**src/rtl/hazard_decoder_pkg.sv**
```systemverilog
// rtl/hazard_decoder_pkg.sv - shared types, opcodes and writer classification for the decode stage
package types;

  localparam int SLOT_W = 4;

  localparam logic [3:0] OPC_NOP    = 4'h0;
  localparam logic [3:0] OPC_ARITH  = 4'h1;
  localparam logic [3:0] OPC_AR_IM  = 4'h2;
  localparam logic [3:0] OPC_TEST   = 4'h3;
  localparam logic [3:0] OPC_TS_IM  = 4'h4;
  localparam logic [3:0] OPC_LOAD   = 4'h5;
  localparam logic [3:0] OPC_STORE  = 4'h6;
  localparam logic [3:0] OPC_BRANCH = 4'h7;

  typedef enum logic [1:0] {
    FWD_NONE = 2'd0,
    FWD_ALU  = 2'd1,
    FWD_MEM  = 2'd2
  } fwd_src_e;

  typedef struct packed {
    fwd_src_e          src;
    logic [SLOT_W-1:0] slot;
  } fwd_t;

  typedef struct packed {
    logic       valid;
    logic [3:0] rd;
    logic       is_load;
  } hist_entry_t;

  // Fields overlap by design: offs spans func/imm, rt is the low nibble of imm.
  typedef struct packed {
    logic [3:0]  op;
    logic [3:0]  rd;
    logic [3:0]  rs;
    logic [3:0]  func;
    logic [15:0] imm;
    logic [19:0] offs;
    logic [3:0]  rt;
  } InstructionDetails;

  typedef struct packed {
    InstructionDetails dec;
    fwd_t              rs_fwd;
    fwd_t              rt_fwd;
    fwd_t              rd_fwd;
  } InstructionDetailsFwd;

  function automatic logic is_alu_writer(input logic [3:0] op);
    return op inside {OPC_ARITH, OPC_AR_IM, OPC_TEST, OPC_TS_IM};
  endfunction

endpackage

```
**src/rtl/hazard_decoder_if.sv**
```systemverilog
// rtl/hazard_decoder_if.sv - fetch-side and execute-side handshake bundle of the decode stage
interface hazard_decoder_if;
  import types::*;

  logic                 in_valid;
  logic                 in_ready;
  logic [31:0]          instruction;
  logic                 flush;
  logic                 out_valid;
  logic                 out_ready;
  InstructionDetailsFwd details;

  modport master (
    output in_valid, instruction, flush, out_ready,
    input  in_ready, out_valid, details
  );

  modport slave (
    input  in_valid, instruction, flush, out_ready,
    output in_ready, out_valid, details
  );

endinterface

```
**src/rtl/hazard_decoder_history.sv**
```systemverilog
// rtl/hazard_decoder_history.sv - issued-writer history and youngest-match forwarding search
module hazard_history
  import types::*;
#(
  parameter int FWD_DEPTH = 2,
  parameter int LOAD_LAT  = 1
) (
  input  logic        clk,
  input  logic        rst_sync,
  input  logic        advance,
  input  hist_entry_t push,
  input  logic [3:0]  rs,
  input  logic [3:0]  rt,
  input  logic [3:0]  rd,
  output fwd_t        rs_fwd,
  output fwd_t        rt_fwd,
  output fwd_t        rd_fwd,
  output logic        rs_load_hit,
  output logic        rt_load_hit,
  output logic        rd_load_hit
);

  // Slot 1 is the most recently issued instruction, slot FWD_DEPTH the oldest.
  hist_entry_t [FWD_DEPTH:1] hist;

  // Scan oldest to youngest so the lowest matching slot is the last one written.
  function automatic fwd_t lookup(input hist_entry_t [FWD_DEPTH:1] h, input logic [3:0] r);
    fwd_t f;
    f.src  = FWD_NONE;
    f.slot = '0;
    if (r != 4'd0) begin
      for (int s = FWD_DEPTH; s >= 1; s--) begin
        if (h[s].valid && h[s].rd == r) begin
          f.src  = h[s].is_load ? FWD_MEM : FWD_ALU;
          f.slot = SLOT_W'(s);
        end
      end
    end
    return f;
  endfunction

  // A MEM match always has slot >= 1, so LOAD_LAT = 0 never flags.
  function automatic logic load_hit(input fwd_t f);
    return (f.src == FWD_MEM) && (f.slot <= SLOT_W'(LOAD_LAT));
  endfunction

  assign rs_fwd      = lookup(hist, rs);
  assign rt_fwd      = lookup(hist, rt);
  assign rd_fwd      = lookup(hist, rd);
  assign rs_load_hit = load_hit(rs_fwd);
  assign rt_load_hit = load_hit(rt_fwd);
  assign rd_load_hit = load_hit(rd_fwd);

  // Shift one slot older on every advancing cycle; the oldest entry drops out.
  always_ff @(posedge clk) begin
    if (rst_sync) begin
      hist <= '0;
    end else if (advance) begin
      for (int s = FWD_DEPTH; s >= 2; s--) begin
        hist[s] <= hist[s-1];
      end
      hist[1] <= push;
    end
  end

endmodule

```
**src/rtl/hazard_decoder.sv**
```systemverilog
// rtl/hazard_decoder.sv - decode stage with forwarding select, load-use stall and output register
module hazard_decoder
  import types::*;
#(
  parameter int FWD_DEPTH = 2,
  parameter int LOAD_LAT  = 1
) (
  input logic             clk,
  input logic             rst_sync,
  hazard_decoder_if.slave bus
);

  InstructionDetails    dec;
  InstructionDetailsFwd details_q;
  logic                 out_valid_q;

  fwd_t        rs_fwd, rt_fwd, rd_fwd;
  logic        rs_hit, rt_hit, rd_hit;
  logic        is_writer, rt_used, rd_used;
  logic        stall, issue;
  hist_entry_t push;

  // Pure field split of the fetched word; no state involved.
  always_comb begin
    dec      = '0;
    dec.op   = bus.instruction[31:28];
    dec.rd   = bus.instruction[27:24];
    dec.rs   = bus.instruction[23:20];
    dec.func = bus.instruction[19:16];
    dec.imm  = bus.instruction[15:0];
    dec.offs = bus.instruction[19:0];
    dec.rt   = bus.instruction[3:0];
  end

  // r0 is hardwired zero, so a writer targeting it never enters the history.
  assign is_writer = (is_alu_writer(dec.op) || dec.op == OPC_LOAD) && (dec.rd != 4'd0);
  assign rt_used   = (dec.op == OPC_ARITH) || (dec.op == OPC_TEST);
  assign rd_used   = (dec.op == OPC_STORE);

  assign stall = bus.in_valid && (rs_hit || (rt_used && rt_hit) || (rd_used && rd_hit));
  assign issue = bus.out_ready && bus.in_valid && !stall && !bus.flush;

  // Flush accepts (and drops) whatever fetch presents, even while stalled.
  assign bus.in_ready = !rst_sync && (bus.flush || (bus.out_ready && !stall));

  assign push.valid   = issue && is_writer;
  assign push.rd      = dec.rd;
  assign push.is_load = (dec.op == OPC_LOAD);

  hazard_history #(
    .FWD_DEPTH(FWD_DEPTH),
    .LOAD_LAT (LOAD_LAT)
  ) u_history (
    .clk        (clk),
    .rst_sync   (rst_sync),
    .advance    (bus.out_ready),
    .push       (push),
    .rs         (dec.rs),
    .rt         (dec.rt),
    .rd         (dec.rd),
    .rs_fwd     (rs_fwd),
    .rt_fwd     (rt_fwd),
    .rd_fwd     (rd_fwd),
    .rs_load_hit(rs_hit),
    .rt_load_hit(rt_hit),
    .rd_load_hit(rd_hit)
  );

  // Output register: load on issue, bubble otherwise, hold under back-pressure, drop on flush.
  always_ff @(posedge clk) begin
    if (rst_sync) begin
      out_valid_q <= 1'b0;
      details_q   <= '0;
    end else if (bus.flush) begin
      out_valid_q <= 1'b0;
    end else if (bus.out_ready) begin
      out_valid_q <= issue;
      if (issue) begin
        details_q.dec    <= dec;
        details_q.rs_fwd <= rs_fwd;
        details_q.rt_fwd <= rt_fwd;
        details_q.rd_fwd <= rd_fwd;
      end
    end
  end

  assign bus.out_valid = out_valid_q;
  assign bus.details   = details_q;

endmodule
```
**src/flat_wrapper.sv**
```systemverilog
// flat-port wrapper written by rule: the top's interface ports become plain ports
module hazard_decoder_flat import types::*;
#(
  parameter int FWD_DEPTH = 2,
  parameter int LOAD_LAT  = 1
)
  (clk, rst_sync, bus_in_valid, bus_instruction, bus_flush, bus_out_ready, bus_in_ready, bus_out_valid, bus_details);
  hazard_decoder_if bus_i ();
  input logic clk;
  input logic rst_sync;
  input wire logic [$bits(bus_i.in_valid)-1:0] bus_in_valid;
  input wire logic [$bits(bus_i.instruction)-1:0] bus_instruction;
  input wire logic [$bits(bus_i.flush)-1:0] bus_flush;
  input wire logic [$bits(bus_i.out_ready)-1:0] bus_out_ready;
  output wire logic [$bits(bus_i.in_ready)-1:0] bus_in_ready;
  output wire logic [$bits(bus_i.out_valid)-1:0] bus_out_valid;
  output wire logic [$bits(bus_i.details)-1:0] bus_details;
  assign bus_i.in_valid = bus_in_valid;
  assign bus_i.instruction = bus_instruction;
  assign bus_i.flush = bus_flush;
  assign bus_i.out_ready = bus_out_ready;
  assign bus_in_ready = bus_i.in_ready;
  assign bus_out_valid = bus_i.out_valid;
  assign bus_details = bus_i.details;
  hazard_decoder #(.FWD_DEPTH(FWD_DEPTH), .LOAD_LAT(LOAD_LAT)) u_core (.clk(clk), .rst_sync(rst_sync), .bus(bus_i));
endmodule
```
**config.mk**
```make
export PLATFORM = sky130hd
export DESIGN_NAME = hazard_decoder_flat
export DESIGN_NICKNAME = d
export VERILOG_FILES = /design/src/rtl/hazard_decoder_pkg.sv /design/src/rtl/hazard_decoder_if.sv /design/src/rtl/hazard_decoder_history.sv /design/src/rtl/hazard_decoder.sv /design/src/flat_wrapper.sv
export SDC_FILE = /design/constraint.sdc
export NUM_CORES = 1
export LEC_CHECK = 0
export ABC_AREA = 1
export CORE_AREA = 4 4 93 95
export CTS_CLUSTER_SIZE = 14
export DETAILED_ROUTE_END_ITERATION = 12
export DIE_AREA = 0 0 97 99
export GPL_ROUTABILITY_DRIVEN = 0
export PLACE_DENSITY = 0.83
export SETUP_SLACK_MARGIN = 0.2
export SLEW_MARGIN = 20
export SYNTH_ARGS = -nofsm -noshare
export SYNTH_HDL_FRONTEND = slang
export SYNTH_SLANG_ARGS = --single-unit
```
**constraint.sdc**
```tcl
create_clock -name clk -period 1.56 [get_ports clk]
set_input_delay 0.156 -clock clk [delete_from_list [all_inputs] [get_ports clk]]
set_output_delay 0.156 -clock clk [all_outputs]
set_load 0.02 [all_outputs]
```
==> results.md <==
* Status: complete, but fails checks
* Violated checks: setup timing
* Psw at 0.00111 W
* CTS H-Tree Depth at 3
* Fill count at 691
* Setup Skew at 0.0103 ns
* Synth-to-layout area growth at 50.1%
* Period utilization at 123%
* Most used DFF post-synth: dfxtp_1
* Final worst setup slack at -0.363 ns
* Final std cells w/o fill at 736
* WL/cell at 13.4 um
* HPWL after detailed placement at 6500 um
* Clk pin slew, worst setup/hold paths at ~0.060 ns
* Setup WS pre-CTS at -0.729 ns
* TritonCTS Buffers at 9
* Post-synth EDFFs at 0
* FF+latch area at around 0.0012 mm2
* Die area at 0.00960 mm2
* Util after Layout at 61.1%
* DR iter-0 viols at slightly above 200
* Path type of the worst min-delay path: primary input to flop
* CP arrival at between 2 and 2.5 ns
* Post-synth top area cell: dfxtp_1
* Element type at the critical path end: flop
* DRC violations left at 0
* Logic pwr share at 23.0%
* Final Max Slew Viols at 0
* DRT Pass-1 Iters at 6
* Synth top cells by count: nand2_1, nor2_1, inv_1, dfxtp_1, buf_4
* TritonCTS Sinks at 57
* Register share of total power at 44.4%
* Area contributors post-synth: dfxtp_1, nand2_1, nor2_1
* CTS Buffer Depth at 2
* Class of the most critical setup path: primary input to flop
* Placed Cells at 707
* Hold Fails Final Rpt at 0
* Fmax at 520 MHz
* CORE AREA at 0.00773 mm2
* Final setup violation count at 47
* Die Wd at 97 um
* Critical path required time at 1.78 ns
* Final ANT Viol Nets at 0
* Syn Area/Cell at 6.28 um2
* Largest net degree at the start of global routing at 33
* Initial antenna violation count at 0
* Pint at 0.00249 W
* Sequential share of the synthesized area at a little over a third
* Synth Instances at 501
* Multi-input gate area at 0.00149 mm2
* Drt via density at 4.81
* Root buffer cell: clkbuf_8
* Port buffer count at 106
* Layout cells sized above 1 at 17.5%
* Most numerous cell in the Yosys netlist: nand2_1
* Starting density of the core at between 40 and 50%
* Crit Path Max Fanout at 8
* Routed Wire Length at 9850 um
* Worst vdd ir at roughly 0.00050 V
* TritonCTS clock tree: done
* Share of synthesized registers carrying an async set or reset at 0%
* GRT overflow at 0
* Post-Syn Area at 0.00315 mm2
* Final min period at 1.92 ns
* Vias in the first global route at 3,266
* Io pins at approximately 110
* RSZ-0062 raised after global routing: yes
* Row cnt at 32
* Sw Ratio at 30.7%
* Die height at 99 um
* CP startpoint kind: primary input
* Syn. warnings at 0
* First-pass GRT wire length at 14,900 um
* Distinct cell type count after synthesis at 29
* Clk_lat worst skew at approximately 0.33 ns
* Clk network pwr share at 32.6%
* Yosys top cell area share at 36.3%
* Leak at 2.61 nW
* Power per cell area at 763 mW/mm2
* Final #Nets at between 600 and 700
* Global router's overall resource usage at 18.7%
* Vias post-DR at 3,538
* Antenna Diode Count at 0
* FF+latch count, synth at 57
* Max Cap Viol at 0
[layout make-up]
cell class | instances | share of cell area (%)
tap | 102 | 2.70
sequential | 57 | 24.4
inverter | 82 | 6.71
clock inverter | 4 | 0.424
clock buffer | 11 | 2.99
timing repair buffer | 159 | 31.2
multi-input combinational | 321 | 31.5
[logic make-up (layout without fill, tap and decap cells)]
logic type      count (synthesis)  count (layout)  share of synthesized area [%]
simple gates                  256             256                           32.6
buf+inv                       128             256                           20.3
other cells                     1               6                          0.119
xor+xnor                        5               5                           1.39
compound gates                 54              54                           9.27
flops                          57              57                           36.3
[worst max-delay path, stage by stage]
cell and delay (ns):
clkdlybuf4s50_1 0.61, inv_1 0.09, nand2_1 0.07, nand3_1 0.08, nor2_2 0.10, nand4_1 0.16
buf_4 0.19, nand4_1 0.17, buf_6 0.18, clkbuf_16 0.17, nand2_1 0.05, nand2_1 0.05
nor2_1 0.04
[state kept, by name (all words and copies together) (netlist names)]
name and cells:
u_core.bus.details 44, u_core.bus.out_valid 1, u_core.u_history.hist 12
[power groups by stage]
stage	combinational (W)	sequential, W	clock, W
floorplan	0.000395	0.00169	0
global placement	0.000795	0.00162	0
detailed placement	0.000814	0.00163	0
finish	0.000827	0.00160	0.00118
CTS	0.000784	0.00159	0.00119
global route	0.000897	0.00161	0.00129
[worst paths after layout]
kind | from | to | slack (ns) | cells after the start
hold / removal | bus_instruction[1] | u_core.bus.details[19]$_SDFFE_PP0P_ | 0.21 | 3
setup reg to reg | u_core.u_history.hist[4]$_SDFFE_PP0P_ | u_core.bus.details[12]$_SDFFE_PP0P_ | -0.35 | 12
setup / recovery | bus_instruction[0] | u_core.bus.details[12]$_SDFFE_PP0P_ | -0.36 | 13
hold reg to reg | u_core.bus.out_valid$_SDFFE_PP0P_ | u_core.bus.out_valid$_SDFFE_PP0P_ | 0.48 | 2
[metrics by stage]
step	TNS [ns]	power, W	area [um2]	hold slack, ns
final	-15.20	0.00360	4720	0.214
after CTS	-9.83	0.00357	4550	0.282
after global placement	-25.04	0.00242	4340	0.455
after detailed placement	-28.03	0.00244	4340	0.461
after floorplan	0	0.00209	3190	0.225
after global routing	-18.39	0.00379	4720	0.216
[cell usage in the layout, fill, tap and decap left out, drive strengths merged, types with 2 or more instances in the layout]
cell type | Yosys | final
o22ai | 3 | 3
nand2 | 129 | 129
clkdlybuf4s50 | 0 | 31
nand3 | 22 | 22
dlymetal6s2s | 0 | 4
o21ai | 21 | 21
clkbuf | 7 | 13
clkinv | 2 | 6
dfxtp | 57 | 57
xnor2 | 3 | 3
a21oi | 25 | 25
nand4 | 5 | 5
dlygate4sd2 | 0 | 70
inv | 80 | 80
xor2 | 2 | 2
nor2 | 98 | 98
buf | 39 | 52
conb | 1 | 6
[repair_timing]
| item | 4_1_cts | 5_1_grt |
|---|---|---|
| buffers inserted | 5 | 5 |
| resized for setup | 97 | 26 |
| pin swaps | 11 | 11 |
| gates cloned | 2 | 2 |
| hold buffers | 0 | 0 |
| endpoints found under the setup margin | 116 | 47 |
| endpoints found under the hold margin | 0 | 0 |
[per-layer routing]
| metal | part of all wire (%) | GRT usage [%] | up-vias | wire length [um] |
|---|---|---|---|---|
| met3 | 7.8 | 5.17 | 39 | 766 |
| li1 | - | - | 1735 | - |
| met1 | 41 | 21.3 | 1573 | 4010 |
| met4 | 3.8 | 8.64 | 0 | 376 |
| met5 | 0 | 0 | - | 0 |
| met2 | 48 | 32.7 | 191 | 4700 |
Note: power is estimated with default switching activity, not from simulation.
